<file path="src/rtl/video_pkg.sv">
// -----------------------------------------------------------------------------
// video_pkg
//   Shared types and constants for the video frame capture slice.
//   - cap_state_e : capture FSM states (IDLE, ACTIVE, DONE)
//   - rgb_beat_t  : one output beat (RGB data + SOF/EOL tags) at the default
//                   8-bit component width; wider builds define their own beat
//                   type of the same shape and hand it to video_fifo.
//   - CRC32_POLY / CRC32_INIT : constants for the optional frame CRC
//   - NES_W / NES_H : default PPU geometry
//   - crc32_bit() : one MSB-first CRC-32 step
// -----------------------------------------------------------------------------
package video_pkg;

    localparam int NES_W = 256;
    localparam int NES_H = 240;

    localparam logic [31:0] CRC32_POLY = 32'h04C1_1DB7;
    localparam logic [31:0] CRC32_INIT = 32'hFFFF_FFFF;

    typedef enum logic [1:0] {
        IDLE   = 2'd0,
        ACTIVE = 2'd1,
        DONE   = 2'd2
    } cap_state_e;

    typedef struct packed {
        logic [23:0] data;
        logic        sof;
        logic        eol;
    } rgb_beat_t;

    // Shift one data bit into a non-reflected CRC-32 register.
    function automatic logic [31:0] crc32_bit(input logic [31:0] crc, input logic din);
        logic fb;
        fb = crc[31] ^ din;
        crc32_bit = {crc[30:0], 1'b0} ^ (fb ? CRC32_POLY : 32'h0000_0000);
    endfunction

endpackage

</file>
<file path="src/rtl/video_fifo.sv">
// -----------------------------------------------------------------------------
// video_fifo
//   Synchronous show-ahead FIFO: the head entry is visible on o_data whenever
//   o_empty is low. A push while full is accepted only if a pop happens in the
//   same cycle; a pop while empty is ignored.
// Ports
//   i_clk, i_rst  clock, synchronous active-high reset (flushes the FIFO)
//   i_push,i_data write request and entry
//   o_full        no free entry
//   i_pop         consume head entry
//   o_data        head entry (valid when ~o_empty)
//   o_empty       no stored entry
// -----------------------------------------------------------------------------
module video_fifo
    import video_pkg::*;
#(
    parameter type T     = rgb_beat_t,
    parameter int  DEPTH = 16
) (
    input  logic i_clk,
    input  logic i_rst,
    input  logic i_push,
    input  T     i_data,
    output logic o_full,
    input  logic i_pop,
    output T     o_data,
    output logic o_empty
);

    localparam int AW = $clog2(DEPTH);

    T               r_mem [DEPTH];
    logic [AW-1:0]  r_wr_ptr;
    logic [AW-1:0]  r_rd_ptr;
    logic [AW:0]    r_count;
    logic           w_do_push;
    logic           w_do_pop;

    // Qualify push/pop against the current occupancy; a pop frees the slot a full push needs.
    always_comb begin
        w_do_pop  = i_pop & (r_count != '0);
        w_do_push = i_push & ((r_count != (AW+1)'(DEPTH)) | w_do_pop);
    end

    // Storage array; contents need no reset because r_count gates visibility.
    always_ff @(posedge i_clk) begin
        if (w_do_push) begin
            r_mem[r_wr_ptr] <= i_data;
        end
    end

    // Pointer and occupancy bookkeeping; DEPTH is a power of two so pointers wrap naturally.
    always_ff @(posedge i_clk) begin
        if (i_rst) begin
            r_wr_ptr <= '0;
            r_rd_ptr <= '0;
            r_count  <= '0;
        end else begin
            if (w_do_push) begin
                r_wr_ptr <= r_wr_ptr + AW'(1);
            end
            if (w_do_pop) begin
                r_rd_ptr <= r_rd_ptr + AW'(1);
            end
            if (w_do_push && !w_do_pop) begin
                r_count <= r_count + (AW+1)'(1);
            end else if (w_do_pop && !w_do_push) begin
                r_count <= r_count - (AW+1)'(1);
            end
        end
    end

    assign o_full  = (r_count == (AW+1)'(DEPTH));
    assign o_empty = (r_count == '0);
    assign o_data  = r_mem[r_rd_ptr];

endmodule

</file>
<file path="src/rtl/video_frame_capture.sv">
// -----------------------------------------------------------------------------
// video_frame_capture
//   Tracks PPU pixel-stream geometry, converts palette indices to RGB through
//   a writable palette and streams RGB beats out on valid/ready with SOF/EOL.
//   Optional feature macro: VIDEO_CRC_EN (CRC-32 of each completed frame on
//   o_frame_crc; when undefined o_frame_crc is tied to 0).
// Ports
//   i_clk, i_rst           clock, synchronous active-high reset
//   i_pixel, i_pixel_en    PPU pixel (low IDX_W bits used) and qualifier
//   i_frame                frame strobe, rising edge starts a frame
//   i_pal_we/addr/wdata    palette write port
//   o_rgb_valid, i_rgb_ready, o_rgb_data, o_rgb_sof, o_rgb_eol  output stream
//   o_frame_done           1-cycle pulse when a frame completes with W*H pixels
//   o_frame_cnt            completed frames (wraps)
//   o_geom_err, o_overflow sticky error flags
//   o_frame_crc            CRC of the last completed frame
// -----------------------------------------------------------------------------
module video_frame_capture
    import video_pkg::*;
#(
    parameter int IMAGE_W    = NES_W,
    parameter int IMAGE_H    = NES_H,
    parameter int IDX_W      = 6,
    parameter int COMP_W     = 8,
    parameter int FIFO_DEPTH = 16
) (
    input  logic                  i_clk,
    input  logic                  i_rst,
    input  logic [7:0]            i_pixel,
    input  logic                  i_pixel_en,
    input  logic                  i_frame,
    input  logic                  i_pal_we,
    input  logic [IDX_W-1:0]      i_pal_addr,
    input  logic [3*COMP_W-1:0]   i_pal_wdata,
    output logic                  o_rgb_valid,
    input  logic                  i_rgb_ready,
    output logic [3*COMP_W-1:0]   o_rgb_data,
    output logic                  o_rgb_sof,
    output logic                  o_rgb_eol,
    output logic                  o_frame_done,
    output logic [15:0]           o_frame_cnt,
    output logic                  o_geom_err,
    output logic                  o_overflow,
    output logic [31:0]           o_frame_crc
);

    localparam int DATA_W = 3 * COMP_W;
    localparam int XW     = (IMAGE_W > 1) ? $clog2(IMAGE_W) : 1;
    localparam int YW     = (IMAGE_H > 1) ? $clog2(IMAGE_H) : 1;

    // Same shape as rgb_beat_t, sized for this instance's component width.
    typedef struct packed {
        logic [DATA_W-1:0] data;
        logic              sof;
        logic              eol;
    } beat_t;

    logic                r_frame;
    logic                r_new_frame;
    cap_state_e          r_state;
    logic [XW-1:0]       r_x;
    logic [YW-1:0]       r_y;
    logic                r_frame_done;
    logic [15:0]         r_frame_cnt;
    logic                r_geom_err;
    logic                r_overflow;

    logic [DATA_W-1:0]   r_pal [2**IDX_W];
    logic                r_lut_valid;
    logic [DATA_W-1:0]   r_lut_data;
    logic                r_lut_sof;
    logic                r_lut_eol;

    logic [XW-1:0]       w_x_cur;
    logic [YW-1:0]       w_y_cur;
    logic                w_accept;
    logic                w_sof;
    logic                w_eol;
    logic                w_last;

    beat_t               w_push_beat;
    beat_t               w_head;
    logic                w_full;
    logic                w_empty;
    logic                w_pop;
    logic                w_drop;
    logic                w_push_ok;

    generate
        if (IDX_W < 8) begin : g_pixel_unused
            logic w_unused_pixel_bits;
            assign w_unused_pixel_bits = ^i_pixel[7:IDX_W];
        end
    endgenerate

    // Frame strobe edge detector; r_new_frame is a registered 1-cycle pulse.
    always_ff @(posedge i_clk) begin
        if (i_rst) begin
            r_frame     <= 1'b0;
            r_new_frame <= 1'b0;
        end else begin
            r_frame     <= i_frame;
            r_new_frame <= i_frame & ~r_frame;
        end
    end

    // Current pixel position: a new frame restarts at (0,0) in the same cycle,
    // so a pixel coincident with the new-frame pulse is pixel (0,0).
    always_comb begin
        if (r_new_frame) begin
            w_x_cur = '0;
            w_y_cur = '0;
        end else begin
            w_x_cur = r_x;
            w_y_cur = r_y;
        end
        w_accept = i_pixel_en & (r_new_frame | (r_state == ACTIVE));
        w_sof    = (w_x_cur == '0) & (w_y_cur == '0);
        w_eol    = (w_x_cur == XW'(IMAGE_W - 1));
        w_last   = w_eol & (w_y_cur == YW'(IMAGE_H - 1));
    end

    // Capture FSM, geometry counters, frame completion and geometry error flag.
    always_ff @(posedge i_clk) begin
        if (i_rst) begin
            r_state      <= IDLE;
            r_x          <= '0;
            r_y          <= '0;
            r_frame_done <= 1'b0;
            r_frame_cnt  <= 16'd0;
            r_geom_err   <= 1'b0;
        end else begin
            r_frame_done <= w_accept & w_last;
            // A restart before the last pixel means the previous frame was short.
            if (r_new_frame && (r_state == ACTIVE)) begin
                r_geom_err <= 1'b1;
            end
            // Pixels after a complete frame and before the next strobe are extras.
            if (i_pixel_en && !r_new_frame && (r_state == DONE)) begin
                r_geom_err <= 1'b1;
            end
            if (w_accept) begin
                if (w_last) begin
                    r_state     <= DONE;
                    r_x         <= '0;
                    r_y         <= '0;
                    r_frame_cnt <= r_frame_cnt + 16'd1;
                end else if (w_eol) begin
                    r_state <= ACTIVE;
                    r_x     <= '0;
                    r_y     <= w_y_cur + YW'(1);
                end else begin
                    r_state <= ACTIVE;
                    r_x     <= w_x_cur + XW'(1);
                    r_y     <= w_y_cur;
                end
            end else if (r_new_frame) begin
                r_state <= ACTIVE;
                r_x     <= '0;
                r_y     <= '0;
            end
        end
    end

    // Palette write port; contents survive reset.
    always_ff @(posedge i_clk) begin
        if (i_pal_we) begin
            r_pal[i_pal_addr] <= i_pal_wdata;
        end
    end

    // Registered palette read with tags; a same-cycle write to the same entry is seen next cycle.
    always_ff @(posedge i_clk) begin
        r_lut_data <= r_pal[i_pixel[IDX_W-1:0]];
        r_lut_sof  <= w_sof;
        r_lut_eol  <= w_eol;
    end

    // Lookup-stage valid bit.
    always_ff @(posedge i_clk) begin
        if (i_rst) begin
            r_lut_valid <= 1'b0;
        end else begin
            r_lut_valid <= w_accept;
        end
    end

    // Push/pop decisions; a lookup result that finds the FIFO full with no pop is dropped.
    always_comb begin
        w_push_beat.data = r_lut_data;
        w_push_beat.sof  = r_lut_sof;
        w_push_beat.eol  = r_lut_eol;
        w_pop            = i_rgb_ready & ~w_empty;
        w_drop           = r_lut_valid & w_full & ~w_pop;
        w_push_ok        = r_lut_valid & ~w_drop;
    end

    video_fifo #(
        .T     (beat_t),
        .DEPTH (FIFO_DEPTH)
    ) u_fifo (
        .i_clk   (i_clk),
        .i_rst   (i_rst),
        .i_push  (r_lut_valid),
        .i_data  (w_push_beat),
        .o_full  (w_full),
        .i_pop   (w_pop),
        .o_data  (w_head),
        .o_empty (w_empty)
    );

    // Sticky overflow flag.
    always_ff @(posedge i_clk) begin
        if (i_rst) begin
            r_overflow <= 1'b0;
        end else if (w_drop) begin
            r_overflow <= 1'b1;
        end
    end

    // Stream outputs; the head entry is masked when empty so the bus reads 0 out of reset.
    always_comb begin
        o_rgb_valid = ~w_empty;
        if (w_empty) begin
            o_rgb_data = '0;
            o_rgb_sof  = 1'b0;
            o_rgb_eol  = 1'b0;
        end else begin
            o_rgb_data = w_head.data;
            o_rgb_sof  = w_head.sof;
            o_rgb_eol  = w_head.eol;
        end
    end

    assign o_frame_done = r_frame_done;
    assign o_frame_cnt  = r_frame_cnt;
    assign o_geom_err   = r_geom_err;
    assign o_overflow   = r_overflow;

`ifdef VIDEO_CRC_EN
    logic [31:0] r_crc;
    logic [31:0] r_frame_crc;
    logic [31:0] w_crc_next;

    // CRC over every beat actually written to the FIFO, MSB first.
    always_comb begin
        w_crc_next = r_crc;
        if (w_push_ok) begin
            for (int i = DATA_W - 1; i >= 0; i--) begin
                w_crc_next = crc32_bit(w_crc_next, r_lut_data[i]);
            end
        end else begin
            w_crc_next = r_crc;
        end
    end

    // The last beat of a frame is written in the frame_done cycle, so latch the updated value.
    always_ff @(posedge i_clk) begin
        if (i_rst) begin
            r_crc       <= CRC32_INIT;
            r_frame_crc <= 32'h0000_0000;
        end else begin
            if (r_new_frame) begin
                r_crc <= CRC32_INIT;
            end else begin
                r_crc <= w_crc_next;
            end
            if (r_frame_done) begin
                r_frame_crc <= ~w_crc_next;
            end
        end
    end

    assign o_frame_crc = r_frame_crc;
`else
    assign o_frame_crc = 32'h0000_0000;
`endif

endmodule
</file>
<file path="config.mk">
export PLATFORM = sky130hd
export DESIGN_NAME = video_frame_capture
export DESIGN_NICKNAME = d
export VERILOG_FILES = /design/src/rtl/video_pkg.sv /design/src/rtl/video_fifo.sv /design/src/rtl/video_frame_capture.sv
export SDC_FILE = /design/constraint.sdc
export NUM_CORES = 2
export LEC_CHECK = 0
export CORE_MARGIN = 8
export CORE_UTILIZATION = 50
export DETAILED_ROUTE_END_ITERATION = 12
export DONT_BUFFER_PORTS = 1
export PLACE_DENSITY = 0.66
export SYNTH_ARGS = -nofsm -noshare
export SYNTH_HDL_FRONTEND = slang
export SYNTH_SLANG_ARGS = --single-unit
</file>
<file path="constraint.sdc">
create_clock -name i_clk -period 6.2 [get_ports i_clk]
set_clock_uncertainty 0.05 [all_clocks]
set_input_delay 0.93 -clock i_clk [delete_from_list [all_inputs] [get_ports i_clk]]
set_output_delay 0.93 -clock i_clk [all_outputs]
set_load 0.005 [all_outputs]
</file>
Yosys cells after proc, flatten, opt, wreduce, memory -nomap -nowiden
Memory sizes are Yosys's and may differ from the RTL's. A register that Yosys moved wholly into a read port is not among the register bits.
Index checks and enable logic that the tools add are counted.
{"block": "word_totals", "register_bits": 55, "ramBits": 1952, "in_bits": 44, "output_inout_bits": 78, "elab_cells": 85, "memories": 2}
{"block": "op_classes", "add_sub_neg": 7, "eq_ne": 6, "mux": 24, "bitwise": 15, "n_reduce_logical": 16}
{"name": "r_pal", "words": 64, "width": 24, "read_ports": 1, "rd_clocked_by_memory_dff": 1, "wr": 1, "line": "video_frame_capture.sv:68", "text": "logic [DATA_W-1:0] r_pal [2**IDX_W];"}
{"name": "u_fifo.r_mem", "words": 16, "width": 26, "read_ports": 1, "rd_clocked_by_memory_dff": 1, "wr": 1, "line": "video_fifo.sv:32", "text": "T r_mem [DEPTH];"}
{"op": "two-way mux 8 bit", "n": 8}
{"op": "two-way mux 24 bit", "n": 1}
{"op": "adder 16 x 1 -> 16 bit, second input constant", "n": 1}
{"op": "adder 8 x 1 -> 8 bit, second input constant", "n": 2}
{"op": "== test 8 bit, second input constant", "n": 2}
{"op": "zero test 8 bit", "n": 2}
{"op": "AND 1 bit", "n": 10}
{"op": "two-way mux 5 bit", "n": 2}
{"op": "adder 4 x 1 -> 4 bit, second input constant", "n": 2}
{"op": "two-way mux 1 bit", "n": 8}
{"op": "two-way mux 4 bit", "n": 2}
{"op": "two-way mux 2 bit", "n": 3}
{"op": "nonzero test 2 bit", "n": 3}
{"op": "adder 5 x 1 -> 5 bit, second input constant", "n": 1}
{"op": "== test 5 bit, second input constant", "n": 1}
{"op": "logical AND 1 bit", "n": 5}
{"op": "zero test 5 bit", "n": 1}
{"op": "inequality test 5 bit, second input constant", "n": 1}
{"op": "nonzero test 5 bit", "n": 1}
{"op": "subtractor 5 x 1 -> 5 bit, second input constant", "n": 1}
{"op": "zero test 1 bit", "n": 3}
{"op": "inverter 1 bit", "n": 3}
{"op": "== test 2 x 1 -> 1 bit, second input constant", "n": 1}
{"op": "== test 2 bit, second input constant", "n": 1}
{"op": "other kinds (2)", "n": 3}

Logic depth before layout (Yosys ltp)
{"block": "depth", "ltp_word": 10, "ltp_mapped": 13, "mapped_depth_nobuf": 13}

Modules after synthesis
Synthesis repeated with hierarchy kept, for this count alone.
{"block": "hier_totals", "hier_cells": 3619, "hier_area_um2": 77709.5}
{"mod": "video_frame_capture", "n_inst": 1, "cells_per_inst": 2869, "area_each_um2": 61197.4, "seq_area_each_um2": 47445.5}
{"mod": "video_fifo", "n_inst": 1, "cells_per_inst": 750, "area_each_um2": 16512.1, "seq_area_each_um2": 12832.3}

Worst setup path before layout
Ideal clock, no wire load.
{"block": "synth_timing", "path_type": "input to register", "startpoint": "in i_pal_addr[4]", "endpoint": "mem r_pal[16][0] in the netlist's numbering (enable)", "setup_ns": 0.405, "t_arrival_ns": 2.780, "t_required_ns": 5.745, "setup_slack_ns": 2.965, "cell_stages": 4, "path_buffers": 2, "path_cell_list": "clkbuf_1 -> or3b_2 -> clkbuf_1 -> nor2_1"}
{"item": "from (decl)", "line": "video_frame_capture.sv:33", "text": "input logic [IDX_W-1:0] i_pal_addr,"}
{"item": "to (decl)", "line": "video_frame_capture.sv:68"}
No word-level cell before the write port.

==> results.py <==
metrics = {
    "critical_path": {
        "path_max_fanout": 32,
        "cp-start-kind": "flip-flop",
        "worstSetupEndpointType": "primary output",
        "required_ns": 5.22,
        "worstSetupPathType": "reg -> out",
        "arrival_ns": 3.46,
    },
    "job": {
        "max-cap-violations": 0,
    },
    "global_route": {
        "grt_pass1_vias": 37200,
        "grt_pass1_wl_mm": 259,
        "track_usage_pct": 21.0,
        "grt_max_degree": 347,
        "overflow": 0,
        "antenna_found_initial": 7,
    },
    "yosys": {
        "ys_seq_elements": 2035,
        "yosys_warnings": 0,
        "synth_top_area_cell": "edfxtp_1",
        "syn_avg_cell_area_sq_um": 20.9,
        "synth_area_sq_mm": 0.0784,
        "ys_types": 51,
        "synth_top_area_share_pct": 74.8,
        "synth-edff-count": 1952,
        "synthFlopType": "edfxtp_1",
        "yosys-top-cells-area": "edfxtp_1 75%, mux4_2 12%, mux2i_1 2.8%",
        "synth-async-reset-ratio_pct": 0,
        "yosysSeqAreaShare_pct": 76.9,
        "syn_inst": 3744,
    },
    "die": {
        "core_area_sq_mm": 0.156,
        "die_area_sq_mm": 0.170,
        "die_w_microns": 412,
        "row_count": 145,
        "io_pins": 122,
        "die_y_microns": 412,
        "start_util_pct": 50.2,
    },
    "timing": {
        "maxSlewViolCount": 50,
        "fmax_ghz": 0.225,
        "hold_viol": 0,
        "setup_viol": 0,
        "hold_ws_ns": 0.134,
        "finalCritPeriodShare_pct": 71.5,
        "fin_crit_ns": 4.44,
        "slew_headroom_pct": -4.47,
        "setup-tns-final_ns": 0,
        "worst_slew_pin_slew_ns": 1.57,
        "grt_setup_unrepaired": "false",
    },
    "power_and_ir_drop": {
        "switching_share_pct": 20.9,
        "powerDensity_mw_per_mm2": 329,
        "power.switching_w": 0.00597,
        "pwr-share-seq_pct": 54.1,
        "ir_drop_mv": 0.264,
        "p_int_w": 0.0226,
        "clockPowerShare_pct": 40.5,
        "comb_power_share_pct": 5.4,
        "p_leak_nw": 27.3,
    },
    "cts": {
        "cts_tree": "done",
        "clk_path_buf_depth": 3,
        "cts_resized": 0,
        "h-tree-depth": 4,
        "numCtsBuffers": 198,
        "clk_pin_slew_ns": 0.06,
        "clockRootBuffer": "clkbuf_16",
        "post_cts_buffers": 0,
        "insertion_delay_ns": 0.82,
        "cts_sinks": 2035,
        "hold_buffers": 0,
    },
    "finish": {
        "final_common_cell": "edfxtp_1",
        "layout_common_cells": "1952 x edfxtp_1, 421 x mux4_2, 216 x mux2i_1",
        "fin_nets": 3882,
        "layout-drive-gt1-share_pct": 23.0,
        "area_delta_synth_final_pct": 10.8,
        "fillers": 11600,
    },
    "routing": {
        "drtIter0Drc": 4012,
        "drt-vias-per-instance": 6.11,
        "wl_per_cell_microns": 29.9,
        "totalWireLength_mm": 181,
        "routed-via-count": 36900,
        "route.detailed.drc": 0,
        "drt-pass1-iter-count": 5,
        "postRouteAntennaNets": 0,
    },
    "outcome": {
        "violations": "slew limit",
        "run_status": "complete, but fails checks",
    },
    "placement": {
        "hpwlAfterDp_mm": 93.1,
        "gp_congestion": 0.789,
        "io_buffers": 0,
    },
    "min_path": {
        "min_path_type": "in -> reg",
    },
}
## cell type report
| class | instances | area (sq um) | share of cell area [%] |
|---|---|---|---|
| repair buffers | 85 | 651 | 0.749 |
| flip-flops and latches | 2035 | 60300 | 69.4 |
| multi-input cells | 1486 | 17000 | 19.6 |
| clock buffers | 266 | 5390 | 6.21 |
| well taps | 2058 | 2570 | 2.96 |
| diodes | 1 | 2.50 | 0.00288 |
| inverters | 16 | 61.3 | 0.0706 |
| clock inverters | 103 | 871 | 1.00 |
## routing by layer
layer,share of wire [%],global-route usage (%),wire length (microns)
met1,41,28.9,73500
met2,49,34.2,88200
met3,7.8,4.36,14100
met4,2.7,6.15,4870
met5,0.0072,0,13
## power by group through the flow
stage | sequential, W | clock, W | combinational [W]
finish | 0.0155 | 0.0116 | 0.00155
detailed placement | 0.0157 | 0 | 0.00155
global placement | 0.0157 | 0 | 0.00154
floorplan | 0.0156 | 0 | 0.00140
global route | 0.0155 | 0.0123 | 0.00165
CTS | 0.0155 | 0.0118 | 0.00156
## worst paths after layout
check / slack, ns / cells after the start / endpoint / from
setup / recovery: 1.76 / 4 / o_rgb_data[9] / flip-flop
hold / removal: 0.13 / 1 / u_fifo.r_count[4] / i_rst
setup reg to reg: 2.42 / 12 / u_fifo.r_count[4] / u_fifo.r_count[0]
hold reg to reg: 0.34 / 1 / r_new_frame / r_frame
## sequential cells by signal, summed over array words and instances (netlist names), named ones only
name / flops
r_pal: 1536
u_fifo.r_mem: 416
r_lut_data: 24
o_frame_cnt: 16
r_x: 8
r_y: 8
u_fifo.r_count: 5
u_fifo.r_rd_ptr: 4
u_fifo.r_wr_ptr: 4
r_state: 2
o_frame_done: 1
o_geom_err: 1
o_overflow: 1
r_frame: 1
r_lut_eol: 1
r_lut_sof: 1
r_lut_valid: 1
r_new_frame: 1
## metrics by stage
step | instance area (sq um) | setup WS, ns | util, % | std cells | total power, W
after floorplan | 78500 | 2.97 | - | 3775 | 0.0170
final | 86900 | 1.76 | 55.7 | 6050 | 0.0286
after global placement | 80600 | 2.33 | 51.7 | 5680 | 0.0173
after detailed placement | 80600 | 2.33 | 51.7 | 5680 | 0.0173
after global routing | 86900 | 1.55 | 55.7 | 6049 | 0.0294
after CTS | 86900 | 1.62 | 55.7 | 6049 | 0.0288
## cell families (layout without fill, tap and decap cells)
logic type / after synthesis / after routing / share of synthesized area [%]
other: 1 / 33 / 0.00478
buffers and inverters: 254 / 470 / 1.83
AO/OA/AOI/OAI: 297 / 297 / 2.55
flip-flops: 2035 / 2035 / 76.9
AND/OR/NAND/NOR: 431 / 431 / 2.66
multiplexers: 677 / 677 / 15.4
adder cells (fa/ha/maj): 16 / 16 / 0.265
XOR/XNOR: 33 / 33 / 0.369
## synthesized netlist by cell type, types with 53 or more instances
| library cell | instances |
|---|---|
| mux4_2 | 421 |
| clkbuf_1 | 89 |
| buf_4 | 58 |
| a22oi_1 | 58 |
| a21oi_1 | 55 |
| a221oi_1 | 53 |
| mux2i_1 | 216 |
| buf_2 | 59 |
| nor2_1 | 113 |
| dfxtp_1 | 83 |
| nand2_1 | 125 |
| edfxtp_1 | 1952 |
## critical path, stage by stage (launching register included)
cell     delay, ns
dfxtp_4       0.78
buf_4         0.52
mux4_2        0.57
mux4_2        0.55
and2_1        0.20
(Power assumes the default switching activity.)
